--- config.mk ---
export PLATFORM = sky130hd
export DESIGN_NAME = eprisc_bus_master
export DESIGN_NICKNAME = d
export VERILOG_FILES = /design/src/rtl/eprisc_bus_master_pkg.sv /design/src/rtl/eprisc_bus_clkgen.sv /design/src/rtl/eprisc_bus_master.sv
export SDC_FILE = /design/constraint.sdc
export NUM_CORES = 1
export LEC_CHECK = 0
export BUFFER_PORTS_ARGS = -buffer_cell sky130_fd_sc_hd__buf_2
export CAP_MARGIN = 5
export CORE_MARGIN = 2
export CORE_UTILIZATION = 58
export DETAILED_ROUTE_END_ITERATION = 10
export PLACE_DENSITY_LB_ADDON = 0.3
export SKIP_CTS_REPAIR_TIMING = 1
export SYNTH_ARGS = -nofsm -noshare
export SYNTH_HDL_FRONTEND = slang
export SYNTH_SLANG_ARGS = --single-unit
--- constraint.sdc ---
create_clock -name iClk -period 8.32 [get_ports iClk]
set_input_delay 1.248 -clock iClk [delete_from_list [all_inputs] [get_ports iClk]]
set_output_delay 1.248 -clock iClk [all_outputs]
set_load 0.03 [all_outputs]
--- src/rtl/eprisc_bus_master_pkg.sv ---
// Shared epRISC byte-bus definitions: FSM encodings, frame geometry, request word layout
// and the peripheral-reset address the controller recognises.
package eprisc_bus_master_pkg;

  localparam logic [1:0] sResync = 2'd0;
  localparam logic [1:0] sIdle   = 2'd1;
  localparam logic [1:0] sLow    = 2'd2;
  localparam logic [1:0] sHigh   = 2'd3;

  localparam int BEAT_COUNT      = 6;
  localparam int MOSI_LAST_BEAT  = 4;
  localparam int MISO_FIRST_BEAT = 2;
  localparam int MISO_LAST_BEAT  = 5;

  localparam logic [14:0] RESET_ADDR = 15'h7FFF;

  typedef struct packed {
    logic        write;
    logic [14:0] addr;
    logic [15:0] data;
  } busWord_t;

  // Lane 0 is the least significant byte; the bus carries lanes in ascending order.
  function automatic logic [7:0] getLane(input logic [31:0] word, input logic [1:0] lane);
    logic [7:0] laneByte;
    case (lane)
      2'd0:    laneByte = word[7:0];
      2'd1:    laneByte = word[15:8];
      2'd2:    laneByte = word[23:16];
      default: laneByte = word[31:24];
    endcase
    return laneByte;
  endfunction

endpackage

--- src/rtl/eprisc_bus_clkgen.sv ---
// Bus-clock phase generator: counts CLK_DIV system cycles per bus half period and
// flags the cycle on which the bus clock should rise or fall.
module eprisc_bus_clkgen #(
  parameter int CLK_DIV = 4
) (
  input  logic iClk,
  input  logic iRst,
  input  logic run,
  output logic riseTick,
  output logic fallTick
);

  localparam int CW = (CLK_DIV > 1) ? $clog2(CLK_DIV) : 1;

  logic [CW-1:0] phaseCnt;
  logic          phaseHigh;
  logic          terminal;

  assign terminal = run && (phaseCnt == CW'(CLK_DIV - 1));
  assign riseTick = terminal && !phaseHigh;
  assign fallTick = terminal && phaseHigh;

  // Held cleared while idle so every frame starts with a full low half period.
  always_ff @(posedge iClk or posedge iRst) begin
    if (iRst) begin
      phaseCnt  <= '0;
      phaseHigh <= 1'b0;
    end else if (!run) begin
      phaseCnt  <= '0;
      phaseHigh <= 1'b0;
    end else if (terminal) begin
      phaseCnt  <= '0;
      phaseHigh <= !phaseHigh;
    end else begin
      phaseCnt <= phaseCnt + CW'(1);
    end
  end

endmodule

--- src/rtl/eprisc_bus_master.sv ---
// epRISC byte-bus master: turns single 32-bit requests into 6-beat bus frames and returns
// the captured MISO word. Build option BUSMASTER_AUTOFLUSH_EN doubles read frames.
module eprisc_bus_master
  import eprisc_bus_master_pkg::*;
#(
  parameter int CLK_DIV       = 4,
  parameter int RESYNC_CYCLES = 8
) (
  input  logic        iClk,
  input  logic        iRst,
  input  logic        iReqValid,
  output logic        oReqReady,
  input  logic        iReqWrite,
  input  logic [14:0] iReqAddr,
  input  logic [15:0] iReqData,
  input  logic [1:0]  iReqSel,
  output logic        oRspValid,
  output logic [31:0] oRspData,
  output logic [14:0] oRspAddr,
  output logic        oBusClock,
  output logic [1:0]  oBusSelect,
  output logic [7:0]  oBusMOSI,
  input  logic [7:0]  iBusMISO,
  input  logic        iBusInterrupt,
  output logic        oIrq
);

  localparam int RW = $clog2(RESYNC_CYCLES + 1);

  logic          wInternalReset;
  logic [1:0]    state;
  busWord_t      word;
  logic [2:0]    beat;
  logic [RW-1:0] resyncCnt;
  logic [14:0]   lastAddr;
  logic          rspPending;
  logic          busRun;
  logic          riseTick;
  logic          fallTick;
  logic          irqMeta;
  logic [1:0]    mosiLane;
  logic [1:0]    misoLane;
`ifdef BUSMASTER_AUTOFLUSH_EN
  logic          flushPending;
  logic          flushSecond;
`endif

  assign wInternalReset = iRst;
  assign busRun   = (state == sLow) || (state == sHigh);
  assign mosiLane = 2'(beat - 3'd1);
  assign misoLane = 2'(beat - 3'd2);

`ifdef BUSMASTER_AUTOFLUSH_EN
  assign oReqReady = (state == sIdle) && !flushPending;
`else
  assign oReqReady = (state == sIdle);
`endif

  eprisc_bus_clkgen #(
    .CLK_DIV (CLK_DIV)
  ) clkGen (
    .iClk     (iClk),
    .iRst     (wInternalReset),
    .run      (busRun),
    .riseTick (riseTick),
    .fallTick (fallTick)
  );

  // Frame sequencer. Bus outputs change only on tick cycles, so a rising edge, its MOSI
  // byte and the MISO capture for that beat are all registered on the same iClk edge.
  always_ff @(posedge iClk or posedge wInternalReset) begin
    if (wInternalReset) begin
      state      <= sResync;
      resyncCnt  <= '0;
      word       <= '0;
      beat       <= '0;
      lastAddr   <= '0;
      rspPending <= 1'b0;
      oRspValid  <= 1'b0;
      oRspData   <= '0;
      oRspAddr   <= '0;
      oBusClock  <= 1'b0;
      oBusSelect <= 2'h0;
      oBusMOSI   <= '0;
`ifdef BUSMASTER_AUTOFLUSH_EN
      flushPending <= 1'b0;
      flushSecond  <= 1'b0;
`endif
    end else begin
      oRspValid  <= rspPending;
      rspPending <= 1'b0;
      case (state)
        sResync: begin
          oBusSelect <= 2'h0;
          lastAddr   <= '0;
          if (resyncCnt == RW'(RESYNC_CYCLES - 1)) begin
            state <= sIdle;
          end else begin
            resyncCnt <= resyncCnt + RW'(1);
          end
        end
        sIdle: begin
`ifdef BUSMASTER_AUTOFLUSH_EN
          if (flushPending) begin
            flushPending <= 1'b0;
            flushSecond  <= 1'b1;
            beat         <= 3'd1;
            state        <= sLow;
          end else
`endif
          if (iReqValid) begin
            if (iReqSel == 2'h0) begin
              oBusSelect <= 2'h0;
              resyncCnt  <= '0;
              state      <= sResync;
            end else begin
              word       <= {iReqWrite, iReqAddr, iReqData};
              oBusSelect <= iReqSel;
              beat       <= 3'd1;
              state      <= sLow;
            end
          end
        end
        sLow: begin
          if (riseTick) begin
            oBusClock <= 1'b1;
            state     <= sHigh;
            if (int'(beat) <= MOSI_LAST_BEAT) begin
              oBusMOSI <= getLane(word, mosiLane);
            end
            if (int'(beat) >= MISO_FIRST_BEAT && int'(beat) <= MISO_LAST_BEAT) begin
              case (misoLane)
                2'd0:    oRspData[7:0]   <= iBusMISO;
                2'd1:    oRspData[15:8]  <= iBusMISO;
                2'd2:    oRspData[23:16] <= iBusMISO;
                default: oRspData[31:24] <= iBusMISO;
              endcase
            end
          end
        end
        default: begin
          if (fallTick) begin
            oBusClock <= 1'b0;
            if (int'(beat) == BEAT_COUNT) begin
              state    <= sIdle;
              lastAddr <= word.addr;
`ifdef BUSMASTER_AUTOFLUSH_EN
              // The repeat frame reads back the address the first frame just latched.
              if (!word.write && !flushSecond) begin
                flushPending <= 1'b1;
              end
              if (!word.write && flushSecond) begin
                rspPending <= 1'b1;
                oRspAddr   <= lastAddr;
              end
              flushSecond <= 1'b0;
`else
              rspPending <= 1'b1;
              oRspAddr   <= lastAddr;
`endif
            end else begin
              beat  <= beat + 3'd1;
              state <= sLow;
            end
          end
        end
      endcase
    end
  end

  // Two-flop synchronizer for the controller's asynchronous interrupt line.
  always_ff @(posedge iClk or posedge wInternalReset) begin
    if (wInternalReset) begin
      irqMeta <= 1'b0;
      oIrq    <= 1'b0;
    end else begin
      irqMeta <= iBusInterrupt;
      oIrq    <= irqMeta;
    end
  end

endmodule

==> impl_metrics.json, run 1 <==
{
  "rsz0062_at_grt": "no",
  "synth-edff-count": 0,
  "tcrit_tclk_final_pct": 38.6,
  "finalCoreUtilization_pct": 75.2,
  "hold_path.class": "flop to flop",
  "die_x_um": 97.1,
  "place.gp.congestion": 0.804,
  "dp_hpwl_mm": 6.97,
  "power.clock.fraction_pct": 34.0,
  "post-route-min-period_ns": 3.21,
  "detail-route-antenna-nets": 0,
  "worstSetupPathType": "flop to output port",
  "floorplan.io_pins": 107,
  "tritoncts": "done",
  "grt_pass1_wl_mm": 18.1,
  "report.final.hold_viol_count": 0,
  "synth-main-ff-cell": "sky130_fd_sc_hd__dfrtp_1",
  "synthesis.area_per_instance_um2": 14.0,
  "cp_max_fo": 21,
  "async_reset_ff_share_pct": 100,
  "fp.dieH_um": 97.1,
  "io_buffers": 106,
  "postSynthRegisterBits": 121,
  "grt_overflow_total": 0,
  "crit_arrival_ns": 1.96,
  "synthesis.instances": 358,
  "synthTopCellsByCount": "sky130_fd_sc_hd__dfrtp_1, sky130_fd_sc_hd__mux2_2, sky130_fd_sc_hd__a22o_1, sky130_fd_sc_hd__o21ai_0, sky130_fd_sc_hd__nand2_1",
  "fin_worst_skew_ns": 0.00574,
  "cellPowerDensity_mw_per_mm2": 351,
  "worstPathRequired_ns": 7.07,
  "run_status": "complete, no violations",
  "p_sw_w": 0.000711,
  "synthDominantCellAreaShare_pct": 60.3,
  "first_global_vias": 3538,
  "core_mm2": 0.00830,
  "wl_per_cell_um": 18.4,
  "layout-drive-gt1-share_pct": 49.7,
  "path_clk_slew_ns": 0.06,
  "final-setup-viol-count": 0,
  "placementRows": 33,
  "cts-buffers-inserted": 17,
  "post-synth-top-count-cell": "sky130_fd_sc_hd__dfrtp_1",
  "timing_worst_slew_pin_value_ns": 1.23,
  "vias_per_cell": 5.73,
  "seq_power_share_pct": 38.3,
  "die_area_mm2": 0.00942,
  "fmax_mhz": 311,
  "worst_skew_pair.late_latency_ns": 0.51,
  "critical_path.endpoint_type": "output port",
  "dr_vias": 3356,
  "yosysSeqAreaShare_pct": 60.3,
  "comb_power_share_pct": 27.7,
  "fin_setup_tns_ns": 0,
  "maximum_number_of_pins_on_one_net_before_global_route_repair": 83,
  "cap_viol_max_count": 0,
  "maxSlewHeadroom_pct": 17.7,
  "netSwitchingFraction_pct": 32.5,
  "power.static_leakage_nw": 3.06,
  "area_growth_pct": 24.2,
  "synth_top_area_cell": "sky130_fd_sc_hd__dfrtp_1",
  "total_wirelength_mm": 10.8,
  "p_int_w": 0.00148,
  "clock_tree.htree_level_count": 4,
  "dr.pass1.iters": 5,
  "grt_antenna_before_repair": 0,
  "cts_root_buf": "sky130_fd_sc_hd__clkbuf_8",
  "drc_errors": 0,
  "dr.first_iter.drc_count": 188,
  "syn_nets": 415,
  "start_util_pct": 60.5,
  "design.final.nets": 526,
  "critPathLaunchType": "flop",
  "post_synth_instance_area_mm2": 0.00502,
  "n_antenna_cell": 0,
  "netlist_top_cells_area": "sky130_fd_sc_hd__dfrtp_1, sky130_fd_sc_hd__mux2_2, sky130_fd_sc_hd__a22o_1, sky130_fd_sc_hd__ha_1, sky130_fd_sc_hd__a222oi_1",
  "slew_viol_final": 0,
  "synth.distinct_cells": 43,
  "grt.total_usage_pct": 24.5,
  "cts_sinks": 121,
  "yosys_warnings": 0,
  "max-vdd-ir-drop_uv": 214,
  "cts.path.max_buffers": 2
}
[area by class of cell]
class,count,area (um^2)
Clock inverter,12,175
Tap cell,105,131
Fill cell,537,2060
Inverter,10,40.0
Timing Repair Buffer,109,553
Clock buffer,19,432
Multi-Input combinational cell,210,1880
Sequential cell,121,3030
[logic make-up (layout without fill, tap and decap cells)]
| logic type | after synthesis | after routing | share of synthesized area, % |
|---|---|---|---|
| compound gates | 62 | 62 | 9.56 |
| xor+xnor | 1 | 1 | 0.174 |
| fa+ha+maj | 11 | 11 | 2.74 |
| buf+inv | 27 | 150 | 2.29 |
| flops | 121 | 121 | 60.3 |
| mux | 91 | 91 | 20.4 |
| simple gates | 45 | 45 | 4.61 |
[cells in the final DEF (no fill, tap or decap), types with 2 or more instances in the layout]
cell,Yosys,layout
sky130_fd_sc_hd__a22o_1,16,16
sky130_fd_sc_hd__nand2_2,3,3
sky130_fd_sc_hd__a31oi_1,2,2
sky130_fd_sc_hd__o21ai_0,16,16
sky130_fd_sc_hd__clkinv_2,0,3
sky130_fd_sc_hd__o211ai_1,2,2
sky130_fd_sc_hd__clkinv_4,0,2
sky130_fd_sc_hd__a222oi_1,8,8
sky130_fd_sc_hd__nand2b_1,3,3
sky130_fd_sc_hd__o22ai_1,3,3
sky130_fd_sc_hd__mux2_2,90,90
sky130_fd_sc_hd__bufinv_16,0,4
sky130_fd_sc_hd__a32o_1,2,2
sky130_fd_sc_hd__clkinvlp_4,0,3
sky130_fd_sc_hd__dfrtp_1,121,121
sky130_fd_sc_hd__buf_4,0,3
sky130_fd_sc_hd__nor2_1,10,10
sky130_fd_sc_hd__nand3_1,2,2
sky130_fd_sc_hd__inv_1,10,9
sky130_fd_sc_hd__clkbuf_16,0,16
sky130_fd_sc_hd__clkbuf_8,0,2
sky130_fd_sc_hd__nand2_1,15,15
sky130_fd_sc_hd__ha_1,11,11
sky130_fd_sc_hd__buf_2,9,106
sky130_fd_sc_hd__nor2b_1,2,2
sky130_fd_sc_hd__a21oi_1,3,3
[metal layers]
metal / track usage (%) / up-vias / wire length (um)
met5: 0 / - / 0
met4: 8.88 / 0 / 174
met3: 6.83 / 17 / 707
met2: 39.2 / 127 / 5250
met1: 32.4 / 1675 / 4620
li1: - / 1537 / -
[power by group through the flow]
stage	clock, W	sequential, W	combinational, W
global route	0.000785	0.000855	0.000660
finish	0.000745	0.000838	0.000606
CTS	0.000753	0.000835	0.000609
floorplan	0	0.000876	0.000400
global placement	0	0.000833	0.000577
detailed placement	0	0.000841	0.000597
[path summary, 6_finish.rpt]
kind	startpoint	to	slack [ns]	cells past startpoint
worst max-delay path	state[1]	oReqReady	5.11	3
worst min-delay path	rspPending	oRspValid	0.35	0
worst max register to register	beat[0]	lastAddr[14]	5.71	6
worst min register to register	rspPending	oRspValid	0.35	0
max in group asynchronous	iRst	word[7]	6.19	3
min in group asynchronous	iRst	oRspData[12]	0.76	2
[metrics by stage]
stage | setup slack, ns | cell area, um^2 | hold WS [ns] | power (W) | cells
5_1_grt | 4.98 | 6240 | 0.364 | 0.00230 | 586
2_1_floorplan | 3.86 | 5020 | 0.331 | 0.00128 | 358
4_1_cts | 5.11 | 6240 | 0.349 | 0.00220 | 586
3_5_place_dp | 5.57 | 5630 | 0.336 | 0.00144 | 555
3_3_place_gp | 5.61 | 5630 | 0.332 | 0.00141 | 555
6_report | 5.11 | 6240 | 0.348 | 0.00219 | 586
[sequential cells by signal (all words and copies together) (netlist names), 3 cells and up]
signal and flops:
beat 3, oRspAddr 15, oBusMOSI 8, lastAddr 15
oRspData 32, resyncCnt 4, word 32
[critical path: stages, from the launching register on]
cell and delay, ns:
sky130_fd_sc_hd__dfrtp_1 0.39, sky130_fd_sc_hd__inv_1 0.11, sky130_fd_sc_hd__ha_1 0.62, sky130_fd_sc_hd__buf_2 0.32
No activity file was read; power rests on OpenSTA's default activity.
==> run 2, diff against run 1 <==
--- a/config.mk
+++ b/config.mk
@@ -5,10 +5,11 @@
 export SDC_FILE = /design/constraint.sdc
 export NUM_CORES = 1
 export LEC_CHECK = 0
+export ABC_AREA = 1
 export BUFFER_PORTS_ARGS = -buffer_cell sky130_fd_sc_hd__buf_2
 export CAP_MARGIN = 5
 export CORE_MARGIN = 2
-export CORE_UTILIZATION = 58
+export CORE_UTILIZATION = 54
 export DETAILED_ROUTE_END_ITERATION = 10
 export PLACE_DENSITY_LB_ADDON = 0.3
 export SKIP_CTS_REPAIR_TIMING = 1
==> constraint.sdc (replaced) <==
create_clock -name iClk -period 3.25 [get_ports iClk]
set_input_delay 0.4875 -clock iClk [delete_from_list [all_inputs] [get_ports iClk]]
set_output_delay 0.4875 -clock iClk [all_outputs]
set_load 0.03 [all_outputs]
==> run 2 against run 1 <==
- sequential power rose to 2.7 times the previous value
- core utilization decreased by 5.7 points
- global-route usage rose by 0.50 points
- sequential share of layout area decreased by 1.4 points
- die area up 10%
- cell count rose by 35%
- via count increased by 24%
- clock power grew to 2.6 times the previous value
- clock skew up 0.0018 ns
- first-iteration DRC count is 12% higher
- total power grew to 2.7 times the previous value
- critical path depth rose by 3
==> impl_metrics.json, run 2 <==
{
  "first_global_vias": 4084,
  "path_clk_slew_ns": 0.06,
  "dr_vias": 4158,
  "cts-buffers-inserted": 17,
  "dp.cells": 759,
  "cts_root_buf": "sky130_fd_sc_hd__clkbuf_8",
  "start_util_pct": 55.9,
  "synth-main-ff-cell": "sky130_fd_sc_hd__dfrtp_1",
  "hold-path-cell-count": 1,
  "place.gp.congestion": 0.874,
  "synthesis.area_per_instance_um2": 9.60,
  "tritoncts": "done",
  "die_x_um": 102,
  "synthDominantCellAreaShare_pct": 58.6,
  "clock_tree.htree_level_count": 4,
  "yosys_warnings": 0,
  "run_status": "complete, no violations",
  "cp_cell_sequence": "inv_1, ha_1, clkinv_1, nand2_1, nand3_1, o21ai_0",
  "worstSetupPathType": "flop to flop",
  "dr.first_iter.drc_count": 211,
  "grt.total_usage_pct": 25.0,
  "grt_pass1_wl_mm": 19.9,
  "final.setup.worst_slack_ns": 0.774,
  "maximum_number_of_pins_on_one_net_before_global_route_repair": 61,
  "fill_count": 723,
  "pre_cts_slack_ns": 0.854,
  "io_buffers": 106,
  "design.final.nets": 706,
  "n_antenna_cell": 0,
  "worst-r2r-cell-count": 6,
  "grt_antenna_before_repair": 0,
  "fmax_mhz": 404,
  "dr.pass1.iters": 4,
  "post-route-min-period_ns": 2.48,
  "cp_max_fo": 30,
  "floorplan.io_pins": 107,
  "critPathLaunchType": "flop",
  "netlist_top_cells_area": "sky130_fd_sc_hd__dfrtp_1, sky130_fd_sc_hd__nand2_1, sky130_fd_sc_hd__o21ai_0, sky130_fd_sc_hd__mux2_2, sky130_fd_sc_hd__ha_1",
  "placementRows": 35,
  "power.static_leakage_nw": 3.13,
  "synthesis.instances": 538,
  "vias_per_cell": 5.26,
  "post-synth-top-count-cell": "sky130_fd_sc_hd__nand2_1",
  "syn_nets": 595,
  "area_growth_pct": 24.3,
  "worst_skew_pair.late_latency_ns": 0.52,
  "leading_cell_type_in_the_layout_fill_and_taps_excluded": "sky130_fd_sc_hd__nand2_1",
  "worstPathRequired_ns": 3.66,
  "cts.path.max_buffers": 2,
  "fin_setup_tns_ns": 0,
  "post_synth_instance_area_mm2": 0.00517,
  "cellPowerDensity_mw_per_mm2": 906,
  "yosysSeqAreaShare_pct": 58.6,
  "postSynthRegisterBits": 121,
  "detail-route-antenna-nets": 0,
  "maxSlewHeadroom_pct": 27.9,
  "fin_worst_skew_ns": 0.00753,
  "report.final.hold_viol_count": 0,
  "synth.distinct_cells": 25,
  "total_wirelength_mm": 12.3,
  "cts_sinks": 121,
  "critical_path.endpoint_type": "flop",
  "fp.dieH_um": 102,
  "synth-edff-count": 0,
  "slew_viol_final": 0,
  "synth_top_area_cell": "sky130_fd_sc_hd__dfrtp_1",
  "synthTopCellsByCount": "sky130_fd_sc_hd__nand2_1, sky130_fd_sc_hd__dfrtp_1, sky130_fd_sc_hd__o21ai_0",
  "wl_per_cell_um": 15.5,
  "hold_ws_ns": 0.0807,
  "final-setup-viol-count": 0,
  "cap_viol_max_count": 0,
  "slowest_cp_cell": "sky130_fd_sc_hd__nand3_1",
  "stdcell_count": 791,
  "grt_overflow_total": 0,
  "reg_top3": "oRspData (32), word (32)",
  "drc_errors": 0,
  "async_reset_ff_share_pct": 100,
  "dp_hpwl_mm": 8.46,
  "tcrit_tclk_final_pct": 76.2,
  "layout-drive-gt1-share_pct": 27.8,
  "hold_path.class": "primary input to flop",
  "core_mm2": 0.00924,
  "rsz0062_at_grt": "no",
  "max-vdd-ir-drop_uv": 466,
  "die_area_mm2": 0.0104,
  "final_cell_mix": "sky130_fd_sc_hd__nand2_1, sky130_fd_sc_hd__dfrtp_1, sky130_fd_sc_hd__buf_2, sky130_fd_sc_hd__o21ai_0, sky130_fd_sc_hd__mux2_2",
  "slowest_delay_ns": 0.60,
  "timing_worst_slew_pin_value_ns": 1.07,
  "crit_arrival_ns": 2.88
}
==> run 2: cell types whose count changed after synthesis, moves of 4 or more <==
cell                       previous run  this run
sky130_fd_sc_hd__a21oi_1              3        12
sky130_fd_sc_hd__a222oi_1             8         0
sky130_fd_sc_hd__a22o_1              16         0
sky130_fd_sc_hd__inv_1               10        24
sky130_fd_sc_hd__mux2_2              90        31
sky130_fd_sc_hd__nand2_1             15       191
sky130_fd_sc_hd__nand3_1              2        21
sky130_fd_sc_hd__nor2_1              10        14
sky130_fd_sc_hd__o21ai_0             16        75
==> run 2: final timing paths <==
kind | slack [ns] | startpoint | endpoint
hold / removal | 0.08 | iBusInterrupt | irqMeta
min in group asynchronous | 0.13 | iRst | oRspAddr[9]
setup / recovery | 0.77 | state[0] | lastAddr[2]
max in group asynchronous | 2.35 | iRst | oBusMOSI[4]
setup reg to reg | 0.77 | state[0] | lastAddr[2]
hold reg to reg | 0.35 | irqMeta | oIrq
==> run 2: cell type report <==
| class | count | area [um^2] | area share (%) |
|---|---|---|---|
| Tap cell | 129 | 161 | 2.51 |
| Inverter | 28 | 109 | 1.70 |
| Sequential cell | 121 | 3030 | 47.2 |
| Clock buffer | 17 | 414 | 6.45 |
| Timing Repair Buffer | 111 | 581 | 9.04 |
| Multi-Input combinational cell | 370 | 1920 | 30.0 |
| Clock inverter | 15 | 204 | 3.18 |
==> run 2: cell families after synthesis <==
logic type,count (synthesis),synth area share (%)
buffers and inverters,47,4.14
and+or+nand+nor,237,18.8
muxes,32,6.97
AOI/OAI and AO/OA,89,8.62
adders and majority gates,11,2.66
xor gates and xnor gates,1,0.170
DFF,121,58.6
==> run 2: critical path: cells and delay by family, from the launching register on <==
kind / cells / cell delay (ns)
and+or+nand+nor: 2 / 0.78
buffers and inverters: 2 / 0.49
AOI/OAI and AO/OA: 1 / 0.45
DFF: 1 / 0.42
adders and majority gates: 1 / 0.23
==> run 2: routing by layer <==
layer | GRT usage (%) | vias to the layer above | wire length, um | share of wire, %
li1 | - | 1976 | - | -
met1 | 33.2 | 2050 | 5190 | 42
met2 | 41.0 | 117 | 6230 | 51
met3 | 6.50 | 15 | 715 | 5.8
met4 | 7.18 | 0 | 125 | 1.0
met5 | 0 | - | 0 | 0
==> run 2: where the power goes <==
part / leakage [nW] / switching, W / total (W) / internal [W]
Clock: 0.302 / 0.000750 / 0.00195 / 0.00120
Sequential: 1.43 / 0.000331 / 0.00227 / 0.00194
Combinational: 1.40 / 0.00100 / 0.00160 / 0.000594
==> run 2: through the flow <==
step	util (%)	power, W	cell area [um^2]
finish	69.5	0.00582	6420
CTS	69.5	0.00583	6420
floorplan	-	0.00337	5170
global route	69.5	0.00615	6420
global placement	62.8	0.00373	5800
detailed placement	62.8	0.00383	5800
==> run 3, diff against run 2 <==
==> constraint.sdc (replaced) <==
create_clock -name iClk -period 2.3 [get_ports iClk]
set_input_delay 0.345 -clock iClk [delete_from_list [all_inputs] [get_ports iClk]]
set_output_delay 0.345 -clock iClk [all_outputs]
set_load 0.03 [all_outputs]
==> run 3 against run 2 <==
- count of clock-buffer cells in the layout rose by 1
- worst setup slack got worse by 0.50 ns
- global-route usage fell by 0.13 points
- first-iteration DRC count fell by 21%
- via count is 0.24% higher
- die area did not move
- largest cell class unchanged
==> impl_metrics.json, run 3 (synthesis gave the netlist of run 2 again) <==
{
  "fin_setup_tns_ns": 0,
  "io_buffers": 106,
  "fill_count": 725,
  "fmax_mhz": 493,
  "area_growth_pct": 25.2,
  "total_wirelength_mm": 12.0,
  "die_x_um": 102,
  "layout-drive-gt1-share_pct": 28.7,
  "crit_arrival_ns": 2.43,
  "die_area_mm2": 0.0104,
  "design.final.nets": 714,
  "crit_buf_inv": 3,
  "slowest_cp_cell": "sky130_fd_sc_hd__dfrtp_1",
  "grt_antenna_before_repair": 0,
  "fp.dieH_um": 102,
  "tcrit_tclk_final_pct": 88.2,
  "seq_power_share_pct": 39.7,
  "critPathLaunchType": "flop",
  "core_mm2": 0.00924,
  "final_cell_mix": "sky130_fd_sc_hd__nand2_1, sky130_fd_sc_hd__dfrtp_1, sky130_fd_sc_hd__buf_2, sky130_fd_sc_hd__o21ai_0, sky130_fd_sc_hd__mux2_2",
  "grt_overflow_total": 0,
  "first_global_vias": 4094,
  "pre_cts_slack_ns": 0.305,
  "cap_viol_max_count": 0,
  "stdcell_count": 799,
  "comb_power_share_pct": 29.1,
  "grt_pass1_wl_mm": 19.8,
  "crit_path_frequent_cell": "sky130_fd_sc_hd__nand2_1",
  "n_antenna_cell": 0,
  "dr.pass1.iters": 5,
  "dr.first_iter.drc_count": 167,
  "cp_cell_sequence": "inv_1, ha_1, nand2_1, inv_1, nand2_1, or2_1, inv_2, nand2_1, nand2_1",
  "leading_cell_type_in_the_layout_fill_and_taps_excluded": "sky130_fd_sc_hd__nand2_1",
  "final.setup.worst_slack_ns": 0.272,
  "wl_per_cell_um": 15.0,
  "post-route-min-period_ns": 2.03,
  "tritoncts": "done",
  "critical_path.endpoint_type": "flop",
  "placementRows": 35,
  "p_sw_w": 0.00288,
  "cts_sinks": 121,
  "dp.cells": 765,
  "vias_per_cell": 5.22,
  "floorplan.io_pins": 107,
  "report.final.hold_viol_count": 0,
  "clock_tree.htree_level_count": 4,
  "grt.total_usage_pct": 24.9,
  "cellPowerDensity_mw_per_mm2": 1240,
  "dp_hpwl_mm": 8.27,
  "rsz0062_at_grt": "no",
  "place.gp.congestion": 0.900,
  "fin_worst_skew_ns": 0.00721,
  "detail-route-antenna-nets": 0,
  "slew_viol_final": 0,
  "max-vdd-ir-drop_uv": 652,
  "multi_input_comb_area_mm2": 0.00193,
  "worstPathRequired_ns": 2.70,
  "path_clk_slew_ns": 0.06,
  "maxSlewHeadroom_pct": 61.9,
  "power.clock.fraction_pct": 31.2,
  "cts-buffers-inserted": 17,
  "critical_path.top_delay_family": "simple AND/OR/NAND/NOR gates",
  "hold_path.class": "primary input to flop",
  "worst_skew_pair.late_latency_ns": 0.51,
  "hold_ws_ns": 0.0559,
  "cts.path.max_buffers": 2,
  "cts_root_buf": "sky130_fd_sc_hd__clkbuf_8",
  "start_util_pct": 55.9,
  "worstSetupPathType": "flop to flop",
  "reg_top3": "oRspData (32), word (32)",
  "maximum_number_of_pins_on_one_net_before_global_route_repair": 46,
  "cp_max_fo": 16,
  "timing_worst_slew_pin_value_ns": 0.572,
  "seq_area_mm2": 0.00303,
  "slowest_delay_ns": 0.47,
  "dr_vias": 4168,
  "power.static_leakage_nw": 3.15,
  "final-setup-viol-count": 0,
  "p_int_w": 0.00512,
  "netSwitchingFraction_pct": 36.0,
  "drc_errors": 0,
  "run_status": "complete, no violations"
}
run 3: final timing paths:
kind	cells past startpoint	slack (ns)	to	from
min in group asynchronous	3	0.44	oRspAddr[7]	iRst
hold / removal	2	0.06	word[9]	iReqData[9]
max in group asynchronous	4	1.25	clkGen.phaseCnt[1]	iRst
hold reg to reg	0	0.35	oIrq	irqMeta
setup / recovery	9	0.27	oRspAddr[4]	beat[0]
setup reg to reg	9	0.27	oRspAddr[4]	beat[0]
run 3: final cells by class:
type / instances / share of cell area (%)
well taps: 129 / 2.50
clock buffers: 18 / 6.62
multi-input cells: 370 / 29.9
clock inverters: 14 / 2.15
inverters: 28 / 1.68
repair buffers: 119 / 10.4
flip-flops and latches: 121 / 46.8
run 3: through the flow:
step                      util (%)  power, W  cell area [um^2]
after floorplan                  -   0.00476              5170
after global placement        63.6   0.00538              5870
after detailed placement      63.6   0.00548              5870
after CTS                     69.7   0.00804              6440
after global routing          70.0   0.00852              6470
final                         70.0   0.00801              6470
run 3: layer usage:
layer / up-vias / track usage [%] / share of wire, %
met2: 137 / 37.8 / 49
met4: 0 / 8.72 / 1.4
met1: 2016 / 33.9 / 43
li1: 2000 / - / -
met5: - / 0 / 0
met3: 15 / 8.34 / 6.4
run 3: power groups by stage:
stage | Combinational [W] | Clock, W | Sequential (W)
floorplan | 0.00154 | 0 | 0.00323
global placement | 0.00220 | 0 | 0.00317
detailed placement | 0.00228 | 0 | 0.00319
CTS | 0.00233 | 0.00254 | 0.00317
global route | 0.00263 | 0.00264 | 0.00325
finish | 0.00233 | 0.00250 | 0.00318
run 3: worst reg2reg max path, stage by stage, from the launching register on:
cell	delay, ns
sky130_fd_sc_hd__dfrtp_1	0.47
sky130_fd_sc_hd__inv_1	0.10
sky130_fd_sc_hd__ha_1	0.22
sky130_fd_sc_hd__nand2_1	0.09
sky130_fd_sc_hd__inv_1	0.05
sky130_fd_sc_hd__nand2_1	0.09
sky130_fd_sc_hd__or2_1	0.46
sky130_fd_sc_hd__inv_2	0.25
sky130_fd_sc_hd__nand2_1	0.12
sky130_fd_sc_hd__nand2_1	0.06
